**src/rtl/expr_pipe_pkg.sv**
```systemverilog
// Shared constants and types for the expression-result pipeline.
// The serializer imports these so bundle geometry is defined in one place.
package expr_pipe_pkg;

  localparam int         DEFAULT_WIDTH = 32;
  localparam int         N_RES         = 6;
  localparam logic [2:0] CHK_IDX       = 3'd6;

  typedef enum logic [0:0] {
    IDLE = 1'b0,
    SEND = 1'b1
  } state_t;

endpackage

```
**src/rtl/expr_result_serializer.sv**
```systemverilog
// Serializes a bundle of six expression results into a word stream.
// An optional XOR checksum word can be appended as the seventh word.
module expr_result_serializer
  import expr_pipe_pkg::*;
#(
  parameter int WIDTH         = DEFAULT_WIDTH,
  parameter bit EMIT_CHECKSUM = 1'b1
) (
  input  logic             clk,
  input  logic             rst_n,
  input  logic             in_valid,
  output logic             in_ready,
  input  logic [WIDTH-1:0] res1,
  input  logic [WIDTH-1:0] res2,
  input  logic [WIDTH-1:0] res3,
  input  logic [WIDTH-1:0] res4,
  input  logic [WIDTH-1:0] res5,
  input  logic [WIDTH-1:0] res6,
  output logic             out_valid,
  input  logic             out_ready,
  output logic [WIDTH-1:0] out_data,
  output logic [2:0]       out_idx,
  output logic             out_last,
  output logic             busy,
  output logic [15:0]      bundle_cnt
);

  localparam logic [2:0] LAST_IDX = EMIT_CHECKSUM ? CHK_IDX : 3'(N_RES - 1);

  state_t                      state;
  logic [N_RES-1:0][WIDTH-1:0] buffer;
  logic [2:0]                  idx;
  logic [2:0]                  next_idx;
  logic [WIDTH-1:0]            checksum;
  logic [WIDTH-1:0]            next_word;

  // XOR reduction over the buffered results.
  always_comb begin
    checksum = '0;
    for (int k = 0; k < N_RES; k++) begin
      checksum = checksum ^ buffer[k];
    end
  end

  // Word that will be presented after the current one transfers.
  always_comb begin
    next_idx = idx + 3'd1;
    case (next_idx)
      3'd0:    next_word = buffer[0];
      3'd1:    next_word = buffer[1];
      3'd2:    next_word = buffer[2];
      3'd3:    next_word = buffer[3];
      3'd4:    next_word = buffer[4];
      3'd5:    next_word = buffer[5];
      3'd6:    next_word = checksum;
      default: next_word = '0;
    endcase
  end

  // Accept only when idle, or when the final word leaves this very cycle.
  assign in_ready  = rst_n && ((state == IDLE) || (out_last && out_ready));
  assign out_valid = (state == SEND);
  assign busy      = (state == SEND);
  assign out_idx   = idx;

  // Bundle capture, word sequencing and bundle accounting.
  always_ff @(posedge clk or negedge rst_n) begin
    if (!rst_n) begin
      state      <= IDLE;
      buffer     <= '0;
      idx        <= 3'd0;
      out_data   <= '0;
      out_last   <= 1'b0;
      bundle_cnt <= 16'd0;
    end else begin
      case (state)
        IDLE: begin
          if (in_valid) begin
            buffer   <= {res6, res5, res4, res3, res2, res1};
            idx      <= 3'd0;
            out_data <= res1;
            out_last <= 1'b0;
            state    <= SEND;
          end else begin
            state <= IDLE;
          end
        end
        SEND: begin
          if (out_ready) begin
            if (out_last) begin
              bundle_cnt <= bundle_cnt + 16'd1;
              idx        <= 3'd0;
              out_last   <= 1'b0;
              if (in_valid) begin
                // Reload straight away so the stream has no idle bubble.
                buffer   <= {res6, res5, res4, res3, res2, res1};
                out_data <= res1;
                state    <= SEND;
              end else begin
                out_data <= '0;
                state    <= IDLE;
              end
            end else begin
              idx      <= next_idx;
              out_data <= next_word;
              out_last <= (next_idx == LAST_IDX);
            end
          end else begin
            state <= SEND;
          end
        end
        default: begin
          state <= IDLE;
        end
      endcase
    end
  end

endmodule

```
**config.mk**
```make
export PLATFORM = sky130hd
export DESIGN_NAME = expr_result_serializer
export DESIGN_NICKNAME = d
export VERILOG_FILES = /design/src/rtl/expr_pipe_pkg.sv /design/src/rtl/expr_result_serializer.sv
export SDC_FILE = /design/constraint.sdc
export NUM_CORES = 1
export LEC_CHECK = 0
export ABC_AREA = 0
export BUFFER_PORTS_ARGS = -buffer_cell sky130_fd_sc_hd__buf_2
export CORE_MARGIN = 2
export CORE_UTILIZATION = 58
export CTS_BUF_LIST = sky130_fd_sc_hd__clkbuf_4
export CTS_CLUSTER_DIAMETER = 100
export DETAILED_ROUTE_END_ITERATION = 6
export PLACE_DENSITY_LB_ADDON = 0.1
export SLEW_MARGIN = 20
export SYNTH_ARGS = -nofsm -noshare
export SYNTH_HDL_FRONTEND = slang
export SYNTH_SLANG_ARGS = --single-unit
```
**constraint.sdc**
```tcl
create_clock -name clk -period 4 [get_ports clk]
set_input_delay 0 -clock clk [delete_from_list [all_inputs] [get_ports clk]]
set_output_delay 0 -clock clk [all_outputs]
set_load 0.005 [all_outputs]
```
==> impl_summary.md, run 1 <==
STA
The number of endpoints with negative hold slack in the final report came to 0. The shortest clock period the worst path allows after layout is about 2.8 ns. Of the available clock period, the critical path in the final layout requires roughly 70%.

Setup repair after global routing left no endpoint under its margin. The max-slew violation total from the final report is 0. At the pin with the least slew margin, the transition time is about 0.95 ns. The maximum clock frequency is ~360 MHz. The summed negative setup slack over all endpoints is 0 ns. The worst-case clock skew is ~0.073 ns. The setup-violating endpoint count in the final report is 0. The final hold slack is 0.04646 ns. Setup slack closes at roughly 1.2 ns. Headroom to the max-slew limit came out at about 37%.

Routing
The met1 wire length is between 10 and 15 mm. The via count is approximately 11000. The average via count per standard cell is around 5.8. The detailed router finished its first iteration with ~540 violations.

Wire segments on met2 add up to 19.03 mm in the final route. The number of detailed-routing iterations run before antenna repair is 5. The total routed wirelength is about 37 mm. The DRC violation count after routing is 0. After detailed routing, no signal wire sits above met4. Once detail routing completed, the nets flagged for antenna violations numbered 0. In the detailed route, the total length drawn on met3 is around 2.4 mm. Dividing the detail-routed wire length by the instance count gives 20.20 um.

Floorplanning
For this design the top-level I/O count stands at around 250. The area of the die is 23270 sq um. The starting utilization of the core area is about three fifths. The floorplan row count is between 50 and 60. The region available for standard cell placement spans 21760 sq um. The die is ~150 um tall. The overall die width is about 150 um.

Critical path
The depth of the worst register-to-register path is 5. The critical path start-end classification is reg2reg. The maximum cell stage delay along the critical path is roughly 0.74 ns. The kind of capture point of the worst setup path is a register. The worst setup path is launched from a register. In this run the number of cells on the critical path is 5. Data on the critical path arrives at its endpoint at ~3.4 ns. Counting both buffers and inverters, the worst setup path holds a total of 1.

The reg-to-reg startpoint is out_idx[0]. Traced cell by cell, the critical path runs through ha_1 > xor2_2 > nand3_1 > buf_4 > o21bai_1. The top cell family by delay on the critical path is XOR/XNOR gates. In this run the worst setup path begins at out_idx[0]. STA puts the critical path data required time at between 4 and 5 ns. On the critical path, the stage with the largest delay is an instance of sky130_fd_sc_hd__xor2_2. Along the worst path, the maximum fanout reaches 15.

Final layout
The area growth from synthesis to layout is 33.83%. The share of final-layout standard cells stronger than drive strength 1 is between 30% and 40%. The area occupied by multi-input gates is roughly 6300 sq um. The total area of sequential cells is 6132 sq um. After the last flow step, the layout net total stands at between 1500 and 2000.

The number of filler instances in the final layout is between 1000 and 1500. Excluding fillers, the count of instances in the completed layout stands at 1842.

Placement
The half-perimeter wire length after detailed placement is just over 20 mm. The count of buffers inserted at the top-level ports is between 200 and 300. Before CTS, the worst setup slack after placement is ~1.3 ns.

The cell count after placement is 1515. The global placement routability congestion is between 0.8 and 0.9.

Pwr
Per report_power, the combinational group accounts for 49.7% of the total. The switching share of power is between 30% and 40%. In this run the power density over the cells is 798.5 nW/um^2.

The proportion of power drawn by the clock network is roughly 15%. The internal cell power is roughly 8400 uW. The worst-case vdd ir drop is slightly below 0.5 mV. Summed over all nets, the switching power comes to about 5300 uW. The leakage dissipation is between 0.007 and 0.008 uW. Sequential cells account for a little over a third of the total power.

Global route
Global routing finished with a remaining overflow of 0. Entering global routing, the biggest net connects approximately 140 pins. The via count of the first global-routing pass is 11440. The number of antenna violations at the first check in global routing came to 5.

For this run, the total global-route usage over all layers was measured as a little under a third. The first-pass GRT wire length is 59.50 mm.

Synth
The number of different library cells in the post-synthesis netlist is 44. After synthesis, the cell types taking the most area are sky130_fd_sc_hd__dfrtp_1 (48%), sky130_fd_sc_hd__mux2_2 (17%), sky130_fd_sc_hd__xnor2_1 (8.1%), sky130_fd_sc_hd__xor2_1 (4.0%), sky130_fd_sc_hd__a221oi_1 (3.4%). The most common cell in the synthesized netlist is sky130_fd_sc_hd__dfrtp_1.

The sequential-to-total area share from yosys stat is ~48%. Yosys mapped a number of flops with a built-in enable equal to 0. The synthesized netlist net count is approximately 1200. The synthesis warning total is 0.

The cell area that synthesis handed to floorplanning was around 13000 sq um. The top cell type by area accounts for 47.91% of the synthesized area. The gate count after technology mapping is 1044. The biggest area contributor in the post-synthesis netlist is sky130_fd_sc_hd__dfrtp_1. Synthesis inferred 245 register bits. After synthesis, the share of flip-flops with an asynchronous set or reset is 100.0%. The average instance in the mapped netlist occupies ~12 sq um. After synthesis, the most frequently instantiated cells are sky130_fd_sc_hd__dfrtp_1 (245), sky130_fd_sc_hd__mux2_2 (197), sky130_fd_sc_hd__xnor2_1 (118). The dominant synthesized flop cell is sky130_fd_sc_hd__dfrtp_1.

Clock tree
Clock-pin slew was measured on the worst setup and hold paths at around 0.070 ns. The post-CTS setup buffer count is 0. The number of clock buffers added by TritonCTS is 61. The longest clock path from root to sink contains 3 buffers. The clock root buffer is sky130_fd_sc_hd__clkbuf_4.

The number of sinks handled by clock tree synthesis is ~250. The clock tree synthesis step divided the H-tree into 2 levels. TritonCTS built the clock tree. The clock reaches the later pin of the worst-skew pair after just over 0.7 ns.

Hold path
The startpoint identified for the worst hold timing path is res2[2]. The number of cells on the worst hold path is 3. The classification of the worst-slack hold path is in2reg.

Outcome
The flow ran to the end, and the final reports show no timing, DRC or antenna violations.

Job
Across the run, the number of max-cap violations was 0.
what timing repair did:
item,CTS,global route
gates resized for setup,0,0
hold endpoints to repair,479,0
hold buffers,214,0
final timing paths:
check	slack, ns	end
hold / removal	0.05	buffer[34]
setup / recovery	1.24	out_data[5]
max in group asynchronous	2.87	buffer[77]
hold reg to reg	0.47	bundle_cnt[15]
setup reg to reg	1.24	out_data[5]
min in group asynchronous	0.50	buffer[61]
layout by cell type, fill, tap and decap left out, drive strengths merged, types with 10 or more instances in the layout:
master and count:
a21oi 24, a221o 10, a221oi 49, a22o 22, a22oi 34, buf 264
clkbuf 91, clkinv 15, dfrtp 245, dlygate4sd3 213, inv 14, mux2 197
mux2i 24, nand2 22, nor2 35, o21ai 13, o21bai 19, o221ai 19
xnor2 118, xor2 59
sequential cells by signal, indices dropped and copies added, names as in the netlist:
register	flops
buffer	192
bundle_cnt	16
busy	1
out_data	32
out_idx	3
out_last	1
tightest hold or removal path, cell delays in order:
cell and delay [ns]:
sky130_fd_sc_hd__dlygate4sd3_1 0.52, sky130_fd_sc_hd__buf_2 0.09, sky130_fd_sc_hd__mux2_2 0.13
layout make-up:
cell class / instances / share of cell area (%)
Antenna cell: 5 / 0.07306
Inverter: 12 / 0.2630
Clock inverter: 17 / 0.3945
Timing Repair Buffer: 477 / 20.69
Clock buffer: 91 / 3.989
Tap cell: 280 / 2.046
Sequential cell: 245 / 35.81
Multi-Input combinational cell: 715 / 36.74
metal layers:
layer  track usage (%)  vias to the layer above
met3             6.598                       98
met1             38.98                     5278
met5                 0                        -
met2             55.30                      405
met4             13.10                        0
li1                  -                     4834
logic make-up after synthesis:
logic type | after synthesis | share of synthesized area [%]
flops | 245 | 47.91
compound gates | 223 | 13.61
mux | 221 | 19.21
xor+xnor | 177 | 12.17
simple gates | 88 | 3.217
buf+inv | 84 | 3.295
fa+ha+maj | 6 | 0.5866
power groups by stage:
stage | sequential [uW] | combinational, uW | clock [uW]
5_1_grt | 4970 | 7400 | 2250
3_3_place_gp | 4740 | 6300 | 0
4_1_cts | 4760 | 6650 | 2110
3_5_place_dp | 4800 | 6460 | 0
6_report | 4800 | 6800 | 2070
2_1_floorplan | 4510 | 5270 | 0
per-stage QoR:
| stage | power, uW | area [sq um] | utilization [%] |
|---|---|---|---|
| 3_5_place_dp | 11260 | 14200 | 65.25 |
| 4_1_cts | 13520 | 17110 | 78.63 |
| 6_report | 13680 | 17130 | 78.72 |
| 5_1_grt | 14620 | 17130 | 78.72 |
| 2_1_floorplan | 9776 | 12800 | - |
| 3_3_place_gp | 11030 | 14200 | 65.25 |
(Power assumes the default switching activity.)
==> inputs of run 2 (changes only) <==
--- a/config.mk
+++ b/config.mk
@@ -5,7 +5,7 @@
 export SDC_FILE = /design/constraint.sdc
 export NUM_CORES = 1
 export LEC_CHECK = 0
-export ABC_AREA = 0
+export ABC_AREA = 1
 export BUFFER_PORTS_ARGS = -buffer_cell sky130_fd_sc_hd__buf_2
 export CORE_MARGIN = 2
 export CORE_UTILIZATION = 58
==> constraint.sdc (replaced) <==
create_clock -name clk -period 2.84 [get_ports clk]
set_input_delay 0 -clock clk [delete_from_list [all_inputs] [get_ports clk]]
set_output_delay 0 -clock clk [all_outputs]
set_load 0.005 [all_outputs]
==> run 2 against run 1 <==
  * The run now ends with DRC left
  * Sequential power is 36% higher
  * Total power rose by 45%
  * Maximum frequency is 19% higher
  * Sequential share of layout area shrank 2.9 points
  * Combinational power grew 49%
  * Critical endpoint is now out_data[19]
==> impl_summary.md, run 2 <==
STA
Clock skew on the completed layout was measured at roughly 0.040 ns. The share of the cycle needed by the critical path after routing is 81.90%. The worst-margin pin slew is 0.8735 ns. The number of endpoints with negative hold slack in the final report is 0. For the finished layout, the period the worst path requires is ~2.3 ns. The summed negative setup slack over all endpoints is 0 ns. Once routing completed, OpenROAD measured the worst setup slack at 0.5141 ns. Setup repair after global routing left no endpoint under its margin. The worst slew slack as a fraction of its limit is between 40% and 50%. The max-slew violation total from the final report came to 0.

The maximum clock frequency is ~430 MHz. Setup violations remaining at the end of the flow were counted as 0.

Clock tree
Once the clock tree was built, the resizer swapped 0 gates to a different size. The post-CTS setup buffer count is 0. The H-tree was split into 3 levels. The post-CTS clock slew at the launch and capture registers of the worst setup and hold paths is 0.06 ns. The number of buffers inserted for hold repair after clock tree synthesis is approximately 200. The number of sinks handled by clock tree synthesis is approximately 250. In this run, CTS created clock tree buffers numbering between 60 and 70. The clock network latency to the later pin of the worst-skew pair is about 0.69 ns. The clock root buffer is sky130_fd_sc_hd__clkbuf_4. TritonCTS built the clock tree.

The longest clock path from root to sink contains 3 buffers.

Pwr
The fraction of power consumed by combinational cells is 51.2%. VDD sags by at most 0.6553 mV. In this run switching power makes up roughly 47% of total power.

Internal power comes to 10510 uW. The net switching power is ~9300 uW. The total chip power is a little under 20000 uW. The proportion of power drawn by the clock network is roughly 16%. Per report_power, the sequential group accounts for roughly 33% of the total. The leakage dissipation is about 0.010 uW. Dividing total power by cell area gives a power density of around 1100 nW/um^2.

Floorplanning
The number of I/O pins is roughly 250. The total area inside the core boundary comes to 24180 sq um. In this run the horizontal extent of the chip is ~160 um. The height of the die is 160.4 um. Once the floorplan was initialized, standard cells occupied about 60% of the core. The area of the die is roughly 26000 sq um. The floorplan row count is 57.

Final layout
The count of cells in the finished layout, fillers not included, comes to roughly 2900. Leaving out fill and tap cells, the most frequent cell in the layout is sky130_fd_sc_hd__nand2_1. The number of nets in the layout is approximately 2700. In the final layout, the registers with the most flip-flops are buffer: 192 flops, out_data: 32 flops, bundle_cnt: 16 flops. The library cells used most frequently in the layout, excluding fill and tap cells, are sky130_fd_sc_hd__nand2_1 (559), sky130_fd_sc_hd__nand3_1 (258), sky130_fd_sc_hd__inv_1 (254), sky130_fd_sc_hd__buf_2 (249), sky130_fd_sc_hd__dfrtp_1 (245). More flip-flops sit in one register than any other, and that register is buffer. The area growth from synthesis to layout is 31.31%. In the final layout, the share of cells above drive strength 1 is between 10% and 20%. The number of flip-flops in the largest register is between 150 and 200.

Global route
Summed over all layers, the global routing overflow is 0. The via count of the first global-routing pass is approximately 16000. The first-pass GRT wire length is 73.71 mm. The number of antenna violations at the first check in global routing is 2. The pin count of the biggest net entering global routing is 99. For this run, the total global-route usage over all layers was measured as between 30% and 40%.

Synth
The count of flip-flops with a built-in enable after synthesis is 0. The proportion of register bits with asynchronous set or reset after synthesis is 100.0%. The dominant synthesized flop cell is sky130_fd_sc_hd__dfrtp_1. The number of different library cells in the post-synthesis netlist is 33. The gate count after technology mapping is around 2000. In this run, synthesis produced a sequential element count of approximately 250. The most common cell in the synthesized netlist is sky130_fd_sc_hd__nand2_1. The area share of the largest cell type after synthesis is a little over two fifths. The cell taking the most area after synthesis is sky130_fd_sc_hd__dfrtp_1.

The total standard cell area after synthesis is about 14000 sq um. Yosys attributes the largest share of cell area to sky130_fd_sc_hd__dfrtp_1 (43%), sky130_fd_sc_hd__nand2_1 (15%), sky130_fd_sc_hd__nand3_1 (9.1%), sky130_fd_sc_hd__inv_1 (6.7%), sky130_fd_sc_hd__a21oi_1 (6.4%). During synthesis, Yosys emitted a total of 0 warnings. A synthesized cell averages 6.980 sq um. After synthesis, the most frequently instantiated cells are sky130_fd_sc_hd__nand2_1 (560), sky130_fd_sc_hd__nand3_1 (258), sky130_fd_sc_hd__inv_1 (254). The sequential-to-total area share from yosys stat is 43.23%. The synthesized netlist net count is approximately 2200.

Outcome
The run finished, with violations left. The checks that failed: DRC.

Critical path
For the worst setup path, the data required time is around 3.5 ns. The worst setup path is of the reg2reg kind. The kind of capture point of the worst setup path is a register. STA puts the critical path data arrival time at around 2.9 ns. STA classifies the critical path startpoint as a register. The largest fanout on the critical path is 25.

Placement
Once placement completed, the tool counted placed cells totaling 2540. OpenSTA, run right after detailed placement, puts the worst setup slack at between 0.5 and 0.6 ns. The count of buffers added on input and output ports is 250.

The half-perimeter wire length after detailed placement is ~26 mm. The global placement routability congestion is roughly 0.86.

Routing
The violation count after the first detailed-routing iteration is approximately 1300. Wires add up to 45.42 mm. For this block, the via count after detailed routing is roughly 16000. Using the TritonRoute via totals, the vias-per-cell ratio works out to approximately 5.5. For this run, the detailed router's first-pass iteration total came to 7. After detailed routing, the average wire length per cell comes to between 15 and 20 um. The remaining antenna violation count is 0. The DRC violation count after routing is 9.

Job
Across the run, the number of max-cap violations was 0.

Hold path
In this run the worst hold path is classified as in2reg.
run 2: cell types whose count changed after synthesis, sizes merged, moves of 112 or more:
| cell | previous run | this run |
|---|---|---|
| a21oi | 24 | 182 |
| inv | 12 | 258 |
| mux2 | 197 | 12 |
| nand2 | 22 | 567 |
| nand3 | 7 | 258 |
| nor2 | 35 | 220 |
| xnor2 | 118 | 6 |
run 2: worst paths after layout:
check | startpoint | end | slack [ns] | cells past startpoint
hold / removal | res3[20] | buffer[84] | 0.08 | 3
setup reg to reg | out_idx[0] | out_data[19] | 0.51 | 11
min in group asynchronous | rst_n | buffer[92] | 0.49 | 4
hold reg to reg | out_data[26] | out_data[26] | 0.48 | 2
max in group asynchronous | rst_n | buffer[174] | 1.99 | 4
setup / recovery | out_idx[0] | out_data[19] | 0.51 | 11
run 2: kinds of logic after synthesis:
logic type | Yosys count | share of synthesized area (%)
buf+inv | 357 | 10.07
flops | 245 | 43.23
fa+ha+maj | 6 | 0.5293
mux | 12 | 0.9527
compound gates | 254 | 9.095
xor+xnor | 15 | 0.9263
simple gates | 1143 | 35.20
run 2: cell type report:
type	count	area, sq um
multi-input combinational	1430	6670
sequential	245	6131
fill	1736	5553
timing repair buffer	481	3621
inverter	258	968.4
clock buffer	100	750.7
tap	324	405.4
clock inverter	15	70.07
antenna	3	7.507
run 2: through the flow:
stage	cell area (sq um)	hold slack, ns	utilization [%]
2_1_floorplan	14180	-0.2956	-
3_3_place_gp	15800	0.03698	65.34
3_5_place_dp	15800	0.03933	65.34
4_1_cts	18620	0.02838	77.00
5_1_grt	18620	0.04736	77.03
6_report	18620	0.07623	77.03
run 2: metal layers:
| metal | track usage (%) | part of all wire, % |
|---|---|---|
| met3 | 6.767 | 8.3 |
| met2 | 59.44 | 48 |
| met1 | 42.68 | 39 |
| met4 | 20.84 | 5.3 |
| met5 | 0 | 0 |
run 2: power by group through the flow:
stage          Clock, uW  Combinational, uW  Sequential (uW)
6_report            3140              10100             6520
5_1_grt             3390              11500             6720
4_1_cts             3190               9920             6460
3_5_place_dp           0               9680             6480
3_3_place_gp           0               9300             6450
2_1_floorplan          0               7260             6140
run 2: worst max-delay path: stages, from the launching register on:
cell and delay (ns):
sky130_fd_sc_hd__dfrtp_1 0.45, sky130_fd_sc_hd__ha_1 0.27, sky130_fd_sc_hd__inv_2 0.07, sky130_fd_sc_hd__nand2_4 0.05
sky130_fd_sc_hd__nand2_4 0.25, sky130_fd_sc_hd__nand2_1 0.09, sky130_fd_sc_hd__o21ai_1 0.09, sky130_fd_sc_hd__o21ai_1 0.11
sky130_fd_sc_hd__nor2_4 0.41, sky130_fd_sc_hd__buf_12 0.24, sky130_fd_sc_hd__nand2_1 0.08, sky130_fd_sc_hd__a21oi_1 0.14
==> inputs of run 3 (changes only) <==
--- a/config.mk
+++ b/config.mk
@@ -5,10 +5,10 @@
 export SDC_FILE = /design/constraint.sdc
 export NUM_CORES = 1
 export LEC_CHECK = 0
-export ABC_AREA = 1
+export ABC_AREA = 0
 export BUFFER_PORTS_ARGS = -buffer_cell sky130_fd_sc_hd__buf_2
 export CORE_MARGIN = 2
-export CORE_UTILIZATION = 58
+export CORE_UTILIZATION = 52
 export CTS_BUF_LIST = sky130_fd_sc_hd__clkbuf_4
 export CTS_CLUSTER_DIAMETER = 100
 export DETAILED_ROUTE_END_ITERATION = 6
==> constraint.sdc (replaced) <==
create_clock -name clk -period 2.1 [get_ports clk]
set_input_delay 0 -clock clk [delete_from_list [all_inputs] [get_ports clk]]
set_output_delay 0 -clock clk [all_outputs]
set_load 0.005 [all_outputs]
==> run 3 against run 2 <==
  * The run now ends clean
  * Final cell count down 33%
  * Register-to-register slack got worse by 0.42 ns
  * Non-clock buffer count rose by 8
  * First-iteration DRC count shrank 58%
  * Total power rose by 34%
  * Setup slack worse by 0.42 ns
  * Critical path depth down 4
  * Largest power group unchanged
==> impl_summary.md, run 3 (synthesized netlist as in run 1, its figures left out) <==
Routing
In the routed layout, each cell is associated on average with a via count of approximately 5.6. The detailed router finished its first iteration with roughly 560 violations. The remaining antenna violation count is 0.

The DRC violation count after routing is 0. The total routed wirelength is approximately 36 mm. Before antenna repair, the detailed router went through 4 iterations. Dividing the detail-routed wire length by the instance count gives roughly 19 um.

The routed layout has between 10000 and 15000 vias.

Critical path
Traced cell by cell, the critical path runs through inv_2 > ha_2 > or3_4 > o21ai_2 > buf_12 > o221ai_1 > o21bai_1. For the worst setup path, the data arrival time is approximately 2.5 ns. The largest fanout on the critical path is 16.

The kind of capture point of the worst setup path is a register. On the worst path, the slowest cell contributes a delay of between 0.4 and 0.5 ns. The largest individual stage delay along the critical path comes from the cell sky130_fd_sc_hd__dfrtp_2. The critical path is of the reg2reg type. The cell family contributing the most delay on the critical path is compound AO/OA/AOI/OAI gates. The critical path launch point type is a register. The buffers plus inverters on the worst setup path is 2.

The required time reported for the critical path endpoint is 2.62 ns.

STA
Headroom to the max-slew limit came out at between 40% and 50%. The shortest clock period the worst path allows after layout is 2.007 ns. The summed negative setup slack over all endpoints is 0 ns. For this run, the top clock speed supported by timing is about 500 MHz. The share of the cycle needed by the critical path after routing is 95.57%. The setup-violating endpoint count in the final report is 0. The number of endpoints with negative hold slack in the final report was 0. The worst-margin pin slew is between 0.8 and 0.9 ns. The max-slew violation total from the final report is 0.

The final hold slack is approximately 0.11 ns. The worst-case clock skew is around 0.058 ns.

Global route
The layer with the highest usage is met2. The via count of the first global-routing pass is roughly 11000. The number of antenna violations at the first check in global routing was 2. The total global routing overflow is 0.

The met3 track demand over resource in global routing is 5.243%. The pin count of the biggest net entering global routing is 91. In the global route stage, met1 resource usage came out at 36.83%. The met2 routing resource usage after global routing is 46.66%. For this run, the total global-route usage over all layers was measured as ~28%. The first-pass GRT wire length is 57.89 mm.

Pwr
The leakage dissipation is roughly 0.008 uW. The internal power of the cells totals ~17000 uW. For this design the ratio of total power to cell area is about 1500 nW/um^2. The proportion of power drawn by the clock network is 15.7%. The total chip power is 26500 uW. The worst-case vdd ir drop is around 0.77 mV. The relative contribution of sequential cells to total power is about a third. In this run switching power makes up between 30 and 40% of total power.

Combinational cells account for approximately half of the total power. In this run the power spent charging and discharging nets is between 9000 and 10000 uW.

Final layout
The non-filler instance count after layout is 1901. The number of flip-flops in the largest register is approximately 190. Of the cells placed in the final design, the portion with a size suffix greater than 1 is between 30% and 40%.

The area occupied by multi-input gates is roughly 6300 sq um. Leaving out fill and tap cells, the most frequent cells in the layout are sky130_fd_sc_hd__buf_2 (249), sky130_fd_sc_hd__dfrtp_1 (242), sky130_fd_sc_hd__mux2_2 (197), sky130_fd_sc_hd__dlygate4sd3_1 (196), sky130_fd_sc_hd__xnor2_1 (117). The most common library cell in the layout ignoring fill and taps is sky130_fd_sc_hd__buf_2. In the final layout, flip-flops and latches occupy ~6100 sq um. In the final design database the tool counted between 1500 and 2000 nets. The area growth from synthesis to final layout is 36.03%. The number of filler instances in the final layout is about 1800. The register containing the most flip-flops in the final layout is buffer. The largest registers in the layout are buffer: 192 flops, out_data: 32 flops, bundle_cnt: 16 flops.

Floorplanning
The area of the die is 25880 sq um. The area of the core region is roughly 24000 sq um. The number of I/O pins is between 200 and 300. The starting utilization of the core area is roughly 53%. Row generation in the floorplan step produced 57 rows. From left edge to right edge, the die measures between 150 and 200 um.

The floorplan step set the die height to ~160 um.

Clock tree
The H-tree depth is 3. The number of buffers between clock root and the deepest sink is 3. The clock net in this run drives a total of 245 sinks. The clock reaches the later pin of the worst-skew pair after around 0.66 ns. The clock tree from TritonCTS is done. The clock root buffer is sky130_fd_sc_hd__clkbuf_4. Counting the buffers created by CTS gives around 70. The post-CTS clock slew at the launch and capture registers of the worst setup and hold paths is around 0.07 ns.

Placement
The global placement routability congestion is 0.7684. The cell count after placement is 1588. Detailed placement ended at an HPWL of roughly 22 mm.

The count of buffers inserted at the top-level ports is 250.

Job
The number of maximum-capacitance constraint violations is 0.

Hold path
The classification of the worst-slack hold path is in2reg.

Outcome
The run finished with clean final reports.
-- run 3: cell count changes in the layout (fill, tap and decap cells not counted), sizes merged, moves of 112 or more --
cell | before | now
nand3 | 258 | 7
a21oi | 182 | 24
mux2 | 12 | 197
nor2 | 220 | 35
inv | 262 | 13
nand2 | 567 | 22
xnor2 | 6 | 118
-- run 3: layout make-up --
cell class / count / share of cell area, %
Multi-Input combinational cell: 715 / 36.23
Sequential cell: 245 / 35.24
Timing Repair Buffer: 489 / 21.27
Clock buffer: 101 / 4.356
Tap cell: 324 / 2.329
Clock inverter: 13 / 0.2875
Inverter: 12 / 0.2588
Antenna cell: 2 / 0.02875
-- run 3: what timing repair did --
item	CTS	global route
hold buffers	197	0
pin swaps	0	2
endpoints found under the hold margin	478	0
gates resized for setup	2	8
cloned	0	0
setup buffers	0	0
setup endpoints to repair	2	29
-- run 3: worst paths after layout --
check / startpoint / endpoint / slack, ns / cells past startpoint
setup / recovery: out_idx[0] / out_data[14] / 0.09 / 7
hold / removal: res3[0] / buffer[64] / 0.11 / 3
setup reg to reg: out_idx[0] / out_data[14] / 0.09 / 7
hold reg to reg: bundle_cnt[11] / bundle_cnt[11] / 0.49 / 1
max in group asynchronous: rst_n / buffer[139] / 1.15 / 4
min in group asynchronous: rst_n / out_data[4] / 0.51 / 4
-- run 3: power by group through the flow --
stage	combinational, uW	sequential [uW]	clock (uW)
2_1_floorplan	10000	8580	0
4_1_cts	13200	9090	4270
5_1_grt	14500	9440	4510
3_5_place_dp	12800	9160	0
6_report	13200	9100	4150
3_3_place_gp	12500	9070	0
-- run 3: stage by stage --
stage / cell area, sq um / setup slack, ns / utilization [%]
floorplan: 12800 / 0.02586 / -
global placement: 14570 / 0.05983 / 60.08
detailed placement: 14570 / -0.0002114 / 60.08
CTS: 17380 / 0.02799 / 71.66
global route: 17410 / -0.004731 / 71.79
finish: 17410 / 0.09298 / 71.79
-- run 3: worst reg2reg max path: stages, from the launching register on --
cell                       delay [ns]
sky130_fd_sc_hd__dfrtp_2         0.42
sky130_fd_sc_hd__inv_2           0.08
sky130_fd_sc_hd__ha_2            0.21
sky130_fd_sc_hd__or3_4           0.38
sky130_fd_sc_hd__o21ai_2         0.28
sky130_fd_sc_hd__buf_12          0.22
sky130_fd_sc_hd__o221ai_1        0.13
sky130_fd_sc_hd__o21bai_1        0.18
-- run 3: per-layer routing --
metal | wire [um] | vias up | part of all wire, %
met1 | 15470 | 5262 | 43
met4 | 1256 | 0 | 3.5
met3 | 2054 | 89 | 5.7
met2 | 17500 | 375 | 48
li1 | - | 4877 | -
met5 | 0 | - | 0
